<file path="config.mk">
export PLATFORM = sky130hd
export DESIGN_NAME = mcycle_sequencer
export DESIGN_NICKNAME = d
export VERILOG_FILES = /design/src/rtl/cu_pkg.sv /design/src/rtl/mcycle_sequencer_onehot_ring.sv /design/src/rtl/mcycle_sequencer.sv
export SDC_FILE = /design/constraint.sdc
export NUM_CORES = 1
export LEC_CHECK = 0
export CAP_MARGIN = 20
export CORE_MARGIN = 2
export CORE_UTILIZATION = 47
export DETAILED_ROUTE_END_ITERATION = 12
export MAX_ROUTING_LAYER = met4
export PLACE_DENSITY = 0.82
export SYNTH_ARGS = -nofsm -noshare
export SYNTH_HDL_FRONTEND = slang
export SYNTH_SLANG_ARGS = --single-unit
</file>
<file path="constraint.sdc">
create_clock -name i_Clk -period 2.7 [get_ports i_Clk]
set_input_delay 0.27 -clock i_Clk [delete_from_list [all_inputs] [get_ports i_Clk]]
set_output_delay 0.27 -clock i_Clk [all_outputs]
set_load 0.03 [all_outputs]
</file>
<file path="src/rtl/cu_pkg.sv">
// Shared ControlUnit definitions: sequencer state encoding, default sizes and
// the one-hot step constants for the default four-step M-cycle.
package cu_pkg;

    localparam int STEPS_DEF   = 4;
    localparam int COUNT_W_DEF = 8;

    localparam logic [STEPS_DEF-1:0] STEP_FIRST = 4'b0001;
    localparam logic [STEPS_DEF-1:0] STEP_LAST  = 4'b1000;

    typedef enum logic [1:0] {
        BOOT = 2'b00,
        RUN  = 2'b01,
        HALT = 2'b10
    } cu_state_t;

endpackage

</file>
<file path="src/rtl/mcycle_sequencer_onehot_ring.sv">
// onehot_ring: one-hot rotating register. Resets and loads to bit 0,
// rotates left one position per enabled clock, holds otherwise.
module onehot_ring #(
    parameter int WIDTH = 4
) (
    input  logic             clk,
    input  logic             rst,
    input  logic             en,
    input  logic             load,
    output logic [WIDTH-1:0] ring
);

    localparam logic [WIDTH-1:0] BIT0 = {{(WIDTH-1){1'b0}}, 1'b1};

    logic [WIDTH-1:0] ring_r;

    // Ring register: load has priority so a corrupted pattern is repaired at once.
    always_ff @(posedge clk or posedge rst) begin
        if (rst) begin
            ring_r <= BIT0;
        end else if (load) begin
            ring_r <= BIT0;
        end else if (en) begin
            ring_r <= {ring_r[WIDTH-2:0], ring_r[WIDTH-1]};
        end else begin
            ring_r <= ring_r;
        end
    end

    assign ring = ring_r;

endmodule

</file>
<file path="src/rtl/mcycle_sequencer.sv">
// mcycle_sequencer: generates the one-hot T-step and M-cycle vectors for the
// microcode blocks, ends instructions on i_IR_Fetch, strobes the IR load, and
// handles boot fetch, wait stalls, HALT and runaway-instruction recovery.
// Optional build macro MCYCLE_SEQUENCER_TRACE_EN adds o_Instr_Cycles/o_Retired.
module mcycle_sequencer
    import cu_pkg::*;
#(
    parameter int STEPS   = STEPS_DEF,
    parameter int COUNT_W = COUNT_W_DEF
) (
    input  logic               i_Clk,
    input  logic               i_Reset,
    input  logic               i_Wait,
    input  logic               i_IR_Fetch,
    input  logic               i_Halt,
    input  logic               i_Wake,
    output logic [STEPS-1:0]   o_Cycle_Step,
    output logic [COUNT_W-1:0] o_Cycle_Count,
    output logic               o_Boot_Fetch,
    output logic               o_IR_Load,
    output logic               o_Halted,
`ifdef MCYCLE_SEQUENCER_TRACE_EN
    output logic [7:0]         o_Instr_Cycles,
    output logic [31:0]        o_Retired,
`endif
    output logic               o_Overrun
);

    localparam logic [STEPS-1:0]   STEP_ONE    = {{(STEPS-1){1'b0}}, 1'b1};
    localparam logic [COUNT_W-1:0] COUNT_FIRST = {{(COUNT_W-1){1'b0}}, 1'b1};

    cu_state_t          state_r;
    cu_state_t          next_state_s;
    logic [COUNT_W-1:0] count_r;
    logic [COUNT_W-1:0] next_count_s;
    logic               overrun_r;
    logic               next_overrun_s;
    logic [STEPS-1:0]   step_s;
    logic               step_bad_s;
    logic               boundary_s;
    logic               ir_load_s;

    // A step vector that is zero or has more than one bit set is forced back to bit 0.
    always_comb begin
        step_bad_s = (step_s == '0) || ((step_s & (step_s - STEP_ONE)) != '0);
    end

    onehot_ring #(
        .WIDTH (STEPS)
    ) u_step_ring (
        .clk  (i_Clk),
        .rst  (i_Reset),
        .en   (~i_Wait),
        .load (step_bad_s),
        .ring (step_s)
    );

    assign boundary_s = step_s[STEPS-1] & ~i_Wait;

    // State, M-cycle count and sticky overrun registers.
    always_ff @(posedge i_Clk or posedge i_Reset) begin
        if (i_Reset) begin
            state_r   <= BOOT;
            count_r   <= '0;
            overrun_r <= 1'b0;
        end else begin
            state_r   <= next_state_s;
            count_r   <= next_count_s;
            overrun_r <= next_overrun_s;
        end
    end

    // Next-state decode; every decision is taken only at an M-cycle boundary.
    always_comb begin
        next_state_s   = state_r;
        next_count_s   = count_r;
        next_overrun_s = overrun_r;
        ir_load_s      = 1'b0;
        case (state_r)
            BOOT: begin
                if (boundary_s) begin
                    ir_load_s    = 1'b1;
                    next_count_s = COUNT_FIRST;
                    next_state_s = RUN;
                end else begin
                    next_count_s = '0;
                end
            end
            RUN: begin
                if (boundary_s) begin
                    if (i_IR_Fetch) begin
                        if (i_Halt) begin
                            next_count_s = '0;
                            next_state_s = HALT;
                        end else begin
                            ir_load_s    = 1'b1;
                            next_count_s = COUNT_FIRST;
                        end
                    end else if (count_r[COUNT_W-1]) begin
                        // Runaway instruction: flag it and recover through a boot fetch.
                        next_overrun_s = 1'b1;
                        next_count_s   = '0;
                        next_state_s   = BOOT;
                    end else begin
                        next_count_s = {count_r[COUNT_W-2:0], 1'b0};
                    end
                end else begin
                    next_count_s = count_r;
                end
            end
            HALT: begin
                next_count_s = '0;
                if (boundary_s && i_Wake) begin
                    next_state_s = BOOT;
                end else begin
                    next_state_s = HALT;
                end
            end
            default: begin
                next_state_s = BOOT;
                next_count_s = '0;
            end
        endcase
    end

    assign o_Cycle_Step  = step_s;
    assign o_Cycle_Count = count_r;
    assign o_Boot_Fetch  = (state_r == BOOT);
    assign o_Halted      = (state_r == HALT);
    assign o_IR_Load     = ir_load_s;
    assign o_Overrun     = overrun_r;

`ifdef MCYCLE_SEQUENCER_TRACE_EN
    logic [7:0]  instr_cycles_r;
    logic [31:0] retired_r;

    // Converts the one-hot M-cycle index to the number of M-cycles used (1-based).
    function automatic logic [7:0] cycles_of(input logic [COUNT_W-1:0] c);
        logic [7:0] n;
        n = 8'd0;
        for (int i = 0; i < COUNT_W; i++) begin
            if (c[i]) begin
                n = 8'(i + 1);
            end else begin
                n = n;
            end
        end
        return n;
    endfunction

    // Trace counters: instruction length on each load from RUN, wrapping load count.
    always_ff @(posedge i_Clk or posedge i_Reset) begin
        if (i_Reset) begin
            instr_cycles_r <= 8'd0;
            retired_r      <= 32'd0;
        end else if (ir_load_s) begin
            retired_r <= retired_r + 32'd1;
            if (state_r == RUN) begin
                instr_cycles_r <= cycles_of(count_r);
            end else begin
                instr_cycles_r <= instr_cycles_r;
            end
        end else begin
            instr_cycles_r <= instr_cycles_r;
            retired_r      <= retired_r;
        end
    end

    assign o_Instr_Cycles = instr_cycles_r;
    assign o_Retired      = retired_r;
`endif

endmodule

</file>
Yosys cells after proc, flatten, opt, wreduce, memory -nomap -nowiden

Index checks and enable logic that the tools add are counted.

Register bits: 15

Add/subtract/negate cells: 1
Equality and inequality tests: 7
Mux-type cells: 20
Bitwise logic cells: 4
Reduce and logical (&&, ||, !) cells: 7

Operators with widths:

| operator              | number |
|---|---|
| $mux W8               | 3 |
| $pmux W8 S2           | 1 |
| $mux W2               | 6 |
| $mux W4               | 2 |
| $reduce_and A4 Y1     | 2 |
| $mux W1               | 6 |
| $ne A3 B3 Y1 const B  | 2 |
| $pmux W2 S3           | 1 |
| $and A4 B4 Y4         | 1 |
| $logic_not A4 Y1      | 1 |
| $ne A2 B1 Y1 const B  | 2 |
| $reduce_bool A4 Y1    | 1 |
| $sub A4 B1 Y4 const B | 1 |
| $eq A2 B1 Y1 const B  | 1 |
| $eq A2 B2 Y1 const B  | 1 |
| $logic_not A2 Y1      | 1 |
| $ne A2 B2 Y1 const B  | 1 |
| $not A1 Y1            | 2 |
| $pmux W1 S2           | 1 |
| $and A1 B1 Y1         | 1 |
| $logic_and A1 B1 Y1   | 1 |
| $logic_or A1 B1 Y1    | 1 |

Longest topological paths before layout

Word-level depth: 5
Gate-level depth with buffers: 3
Gate-level depth less buffers: 3

Cells and area by module

Synthesis repeated with hierarchy kept, for this count alone.

Cell total of the unflattened synthesis: 56
Area total of the unflattened synthesis: 691.9 um^2

By module, submodules not included:

| module           | times used | cells each | area each (um^2) | seq. area each (um^2) |
|---|---|---|---|---|
| mcycle_sequencer | 1          | 42         | 523.0            | 275.3 |
| onehot_ring      | 1          | 14         | 168.9            | 101.3 |

Worst setup path after synthesis

No wires, ideal clock.

Path type: register to output
Start point: reg u_step_ring.ring_r[3] (netlist: u_step_ring.ring[3])
End point: out o_IR_Load
Data arrival time: 1,609 ps
Data required time: 2,430 ps
Path slack: 821 ps
Cell stages (with the launch flop): 3
Buffers on the path: 0
Cells stage by stage: dfrtp_1 -> nand2b_1 -> a211oi_1

Word-level cells in the longest chain between the ends: 3

RTL lines:

| what                              | line                                           | source |
|---|---|---|
| from (decl)                       | mcycle_sequencer_onehot_ring.sv:15             | `logic [WIDTH-1:0] ring_r;` |
| from (signal assigned)            | mcycle_sequencer_onehot_ring.sv:24             | `ring_r <= {ring_r[WIDTH-2:0], ring_r[WIDTH-1]};` |
| from (signal assigned)            | mcycle_sequencer_onehot_ring.sv:26             | `ring_r <= ring_r;` |
| $and A1 B1 Y1 *                   | mcycle_sequencer.sv:58                         | `assign boundary_s = step_s[STEPS-1] & ~i_Wait;` |
| $mux W1, on equally long branches | mcycle_sequencer.sv:90, mcycle_sequencer.sv:81 |  |
| $pmux W1 S2 *                     | mcycle_sequencer.sv:79                         | `case (state_r)` |
| to (decl)                         | mcycle_sequencer.sv:20                         | `output logic o_IR_Load,` |

Mark *: on every way between the ends. The rest lies on a longest branch, timed or not.

Worst setup path in the final report

Start point: in i_Wait
End point: out o_IR_Load

Word-level cells in the longest chain between the ends: 4

RTL lines:

| what                              | line                                           | source |
|---|---|---|
| from (decl)                       | mcycle_sequencer.sv:13                         | `input logic i_Wait,` |
| $not A1 Y1 *                      | mcycle_sequencer.sv:58                         |  |
| $and A1 B1 Y1 *                   | mcycle_sequencer.sv:58                         |  |
| $mux W1, on equally long branches | mcycle_sequencer.sv:90, mcycle_sequencer.sv:81 |  |
| $pmux W1 S2 *                     | mcycle_sequencer.sv:79                         |  |

Marked as above.

==> impl_metrics.csv <==
group,metric,value,unit
drt,wirelength,1.52,mm
synth,syn_area,696,sq um
drt,antenna_left,0,
setup_path,slowest_delay,0.70,ns
synth,synth.distinct_cells,29,
setup_path,worstSetupPathType,"in2out",
synth,yosysSeqAreaShare,0.541,
setup_path,cp.required,2.43,ns
final_layout,area_growth,36.7,%
clock_network,cts_tree,"built",
clock_network,holdBufCountCts,0,
clock_network,clk_pin_slew,0.09,ns
sta,whs,0.340,ns
clock_network,cts_made_buffers,3,
die,die_w,42.5,um
die,io_pins,22,
pwr,p_leak,0.399,nW
drt,wl_met2,684,um
synth,syn_avg_cell_area,11.8,sq um
sta,slew_headroom,0.631,
pwr,vdd.ir_drop.worst,380,uV
place,place_ws,0.407,ns
final_layout,mostFrequentLayoutCell,"clkdlybuf4s50_1",
die,die_area,1800,sq um
final_layout,fin_area,951,sq um
synth,synth_cells,59,
synth,syn_nets,65,
sta,worstMarginPinSlew,0.553,ns
final_layout,final_nets,91,
synth,synth-seq-cells,15,
place,dpl-instance-area,925,sq um
setup_path,critical_path_buf_inv_count,2,
setup_path,r2r_slack,1.35,ns
sta,finalSetupViolCount,0,
pwr,p_total,598,uW
setup_path,crit_fanout,8,
sta,finalMaxSlewViolations,0,
final_layout,mostFrequentLayoutCells,"21 x clkdlybuf4s50_1, 14 x dfrtp_1, 7 x a22o_1",
clock_network,insertion_delay,0.28,ns
grt,grt_pass1_wl,2.62,mm
setup_path,critPathLaunchType,"primary input",
drt,viasPerCell,5.51,
drt,avgRoutedWirePerCell,15.4,um
grt,grt_util_all_layers,0.200,
flow_run,maxCapViolCount,0,
sta,rsz0062_at_grt,"false",
setup_path,cp_cell_sequence,"clkdlybuf4s50_1 -> nand2b_1 -> a211oi_1 -> clkdlybuf4s50_1",
sta,finalSetupTns,0,ns
pwr,p_per_area,629,nW/um^2
setup_path,r2r_cells,3,
sta,fmax,0.435,GHz
final_layout,fill_cells,101,
die,rows,13,
clock_network,cts_sinks,15,
clock_network,post_cts.repair.setup_buffers,0,
clock_network,h-tree-depth,1,
setup_path,crit_family,"buffers and inverters",
final_layout,drive_gt1_frac,0.143,
drt,dr_wl_met3,58,um
clock_network,cts-resized-gates,0,
sta,finalWorstSetupSlack,0.401,ns
drt,vias,545,
setup_path,crit_path_end_kind,"primary output",
setup_path,r2r-start,"state_r[1]",
grt,grt_pass1_vias,530,
setup_path,cp_common_cell,"clkdlybuf4s50_1",
setup_path,r2r_end,"o_Cycle_Count[1]",
sta,period_share,0.852,
place,gp_congestion,0.851,
grt,grt_max_degree,16,
grt,grt_antenna_before_repair,0,
final_layout,diodes,0,
setup_path,worst_path_max_delay_cell,"clkdlybuf4s50_1",
die,initial_core_util,0.522,
drt,drt_iter0_markers,11,
drt,wl_met1,761,um
sta,hold_violations,0,
die,core_region_area,1330,sq um
drt,drc_errors,0,
sta,fin_crit,2.30,ns
drt,drt_first_pass_iters,3,
run_status,status,"complete, no violations",
clock_network,cts_buffer_depth,2,
setup_path,critPathArrivalTime,2.03,ns
drt,top_layer_used,"met4",
sta,skew,0.000798,ns
synth,ys_warn_count,0,
worst_hold_path,min_path_type,"in2async",
die,die_y,42.5,um
place,dpl.hpwl,1.10,mm
grt,overflow,0,
clock_network,clockRootBuffer,"clkbuf_4",
place,port_buffers,21,
==> state kept, by name, summed over array words and instances (netlist names) <==
signal,count
state_r,2
u_step_ring.ring,4
o_Overrun,1
o_Cycle_Count,8
==> worst max path at each step <==
stage	depth (start not counted)	startpoint	end
global placement	4	i_Wait	o_IR_Load
finish	4	i_Wait	o_IR_Load
CTS	4	i_Wait	o_IR_Load
floorplan	2	u_step_ring.ring[3]	o_IR_Load
global route	4	i_Wait	o_IR_Load
detailed placement	4	i_Wait	o_IR_Load
==> final cells by class <==
cell class / count / area [sq um] / share of cell area
clock buffer: 4 / 26.3 / 0.0276
sequential: 15 / 377 / 0.396
timing repair buffer: 21 / 210 / 0.221
tap: 15 / 18.8 / 0.0197
multi-input combinational: 41 / 308 / 0.324
inverter: 3 / 11.3 / 0.0118
==> synth_stat cells <==
| library cell | number | area [sq um] |
|---|---|---|
| a31o_2 | 1 | 8.76 |
| dfrtp_1 | 14 | 350 |
| nand2_1 | 1 | 3.75 |
| o21ba_2 | 1 | 10.0 |
| nor4_4 | 1 | 21.3 |
| nor2_1 | 3 | 11.3 |
| a22o_1 | 7 | 61.3 |
| a21oi_1 | 3 | 15.0 |
| inv_1 | 3 | 11.3 |
| nor2b_1 | 1 | 6.26 |
| and2b_1 | 1 | 7.51 |
| a21boi_0 | 1 | 7.51 |
| a211oi_1 | 3 | 22.5 |
| mux2_2 | 1 | 11.3 |
| nand2b_1 | 3 | 18.8 |
| o21bai_1 | 1 | 7.51 |
| nor3_1 | 1 | 5.00 |
| and3_2 | 1 | 7.51 |
| or3_1 | 1 | 6.26 |
| nand3b_1 | 2 | 15.0 |
| nor3b_1 | 1 | 7.51 |
| and2b_2 | 1 | 8.76 |
| a31oi_1 | 1 | 6.26 |
| o21ai_0 | 1 | 5.00 |
| nor2_2 | 1 | 6.26 |
| nand2b_2 | 1 | 8.76 |
| a32o_1 | 1 | 10.0 |
| dfstp_2 | 1 | 26.3 |
| or3b_1 | 1 | 8.76 |
==> where the power goes <==
group,total (mW),internal (mW),leakage [nW],switching [mW]
Clock,0.130,0.0572,0.0150,0.0726
Sequential,0.288,0.251,0.204,0.0370
Combinational,0.181,0.0815,0.179,0.0991
Total,0.598,0.389,0.399,0.209
==> kinds of logic (layout without fill, tap and decap cells) <==
logic type / after synthesis / after routing / share of synthesized area
and+or+nand+nor: 20 / 20 / 0.205
muxes: 1 / 1 / 0.0162
buffers and inverters: 3 / 28 / 0.0162
AOI/OAI and AO/OA: 20 / 20 / 0.221
DFF: 15 / 15 / 0.541
==> stage by stage <==
step	instances	utilization
6_report	99	0.713
5_1_grt	99	0.713
4_1_cts	99	0.713
3_5_place_dp	95	0.693
3_3_place_gp	95	0.693
2_1_floorplan	59	-
==> routing by layer <==
layer | vias to the layer above | track usage
met3 | 4 | 0.0388
met4 | 0 | 0.0875
met5 | - | -
li1 | 269 | -
met1 | 258 | 0.284
met2 | 14 | 0.277
Note: power is estimated with default switching activity, not from simulation.
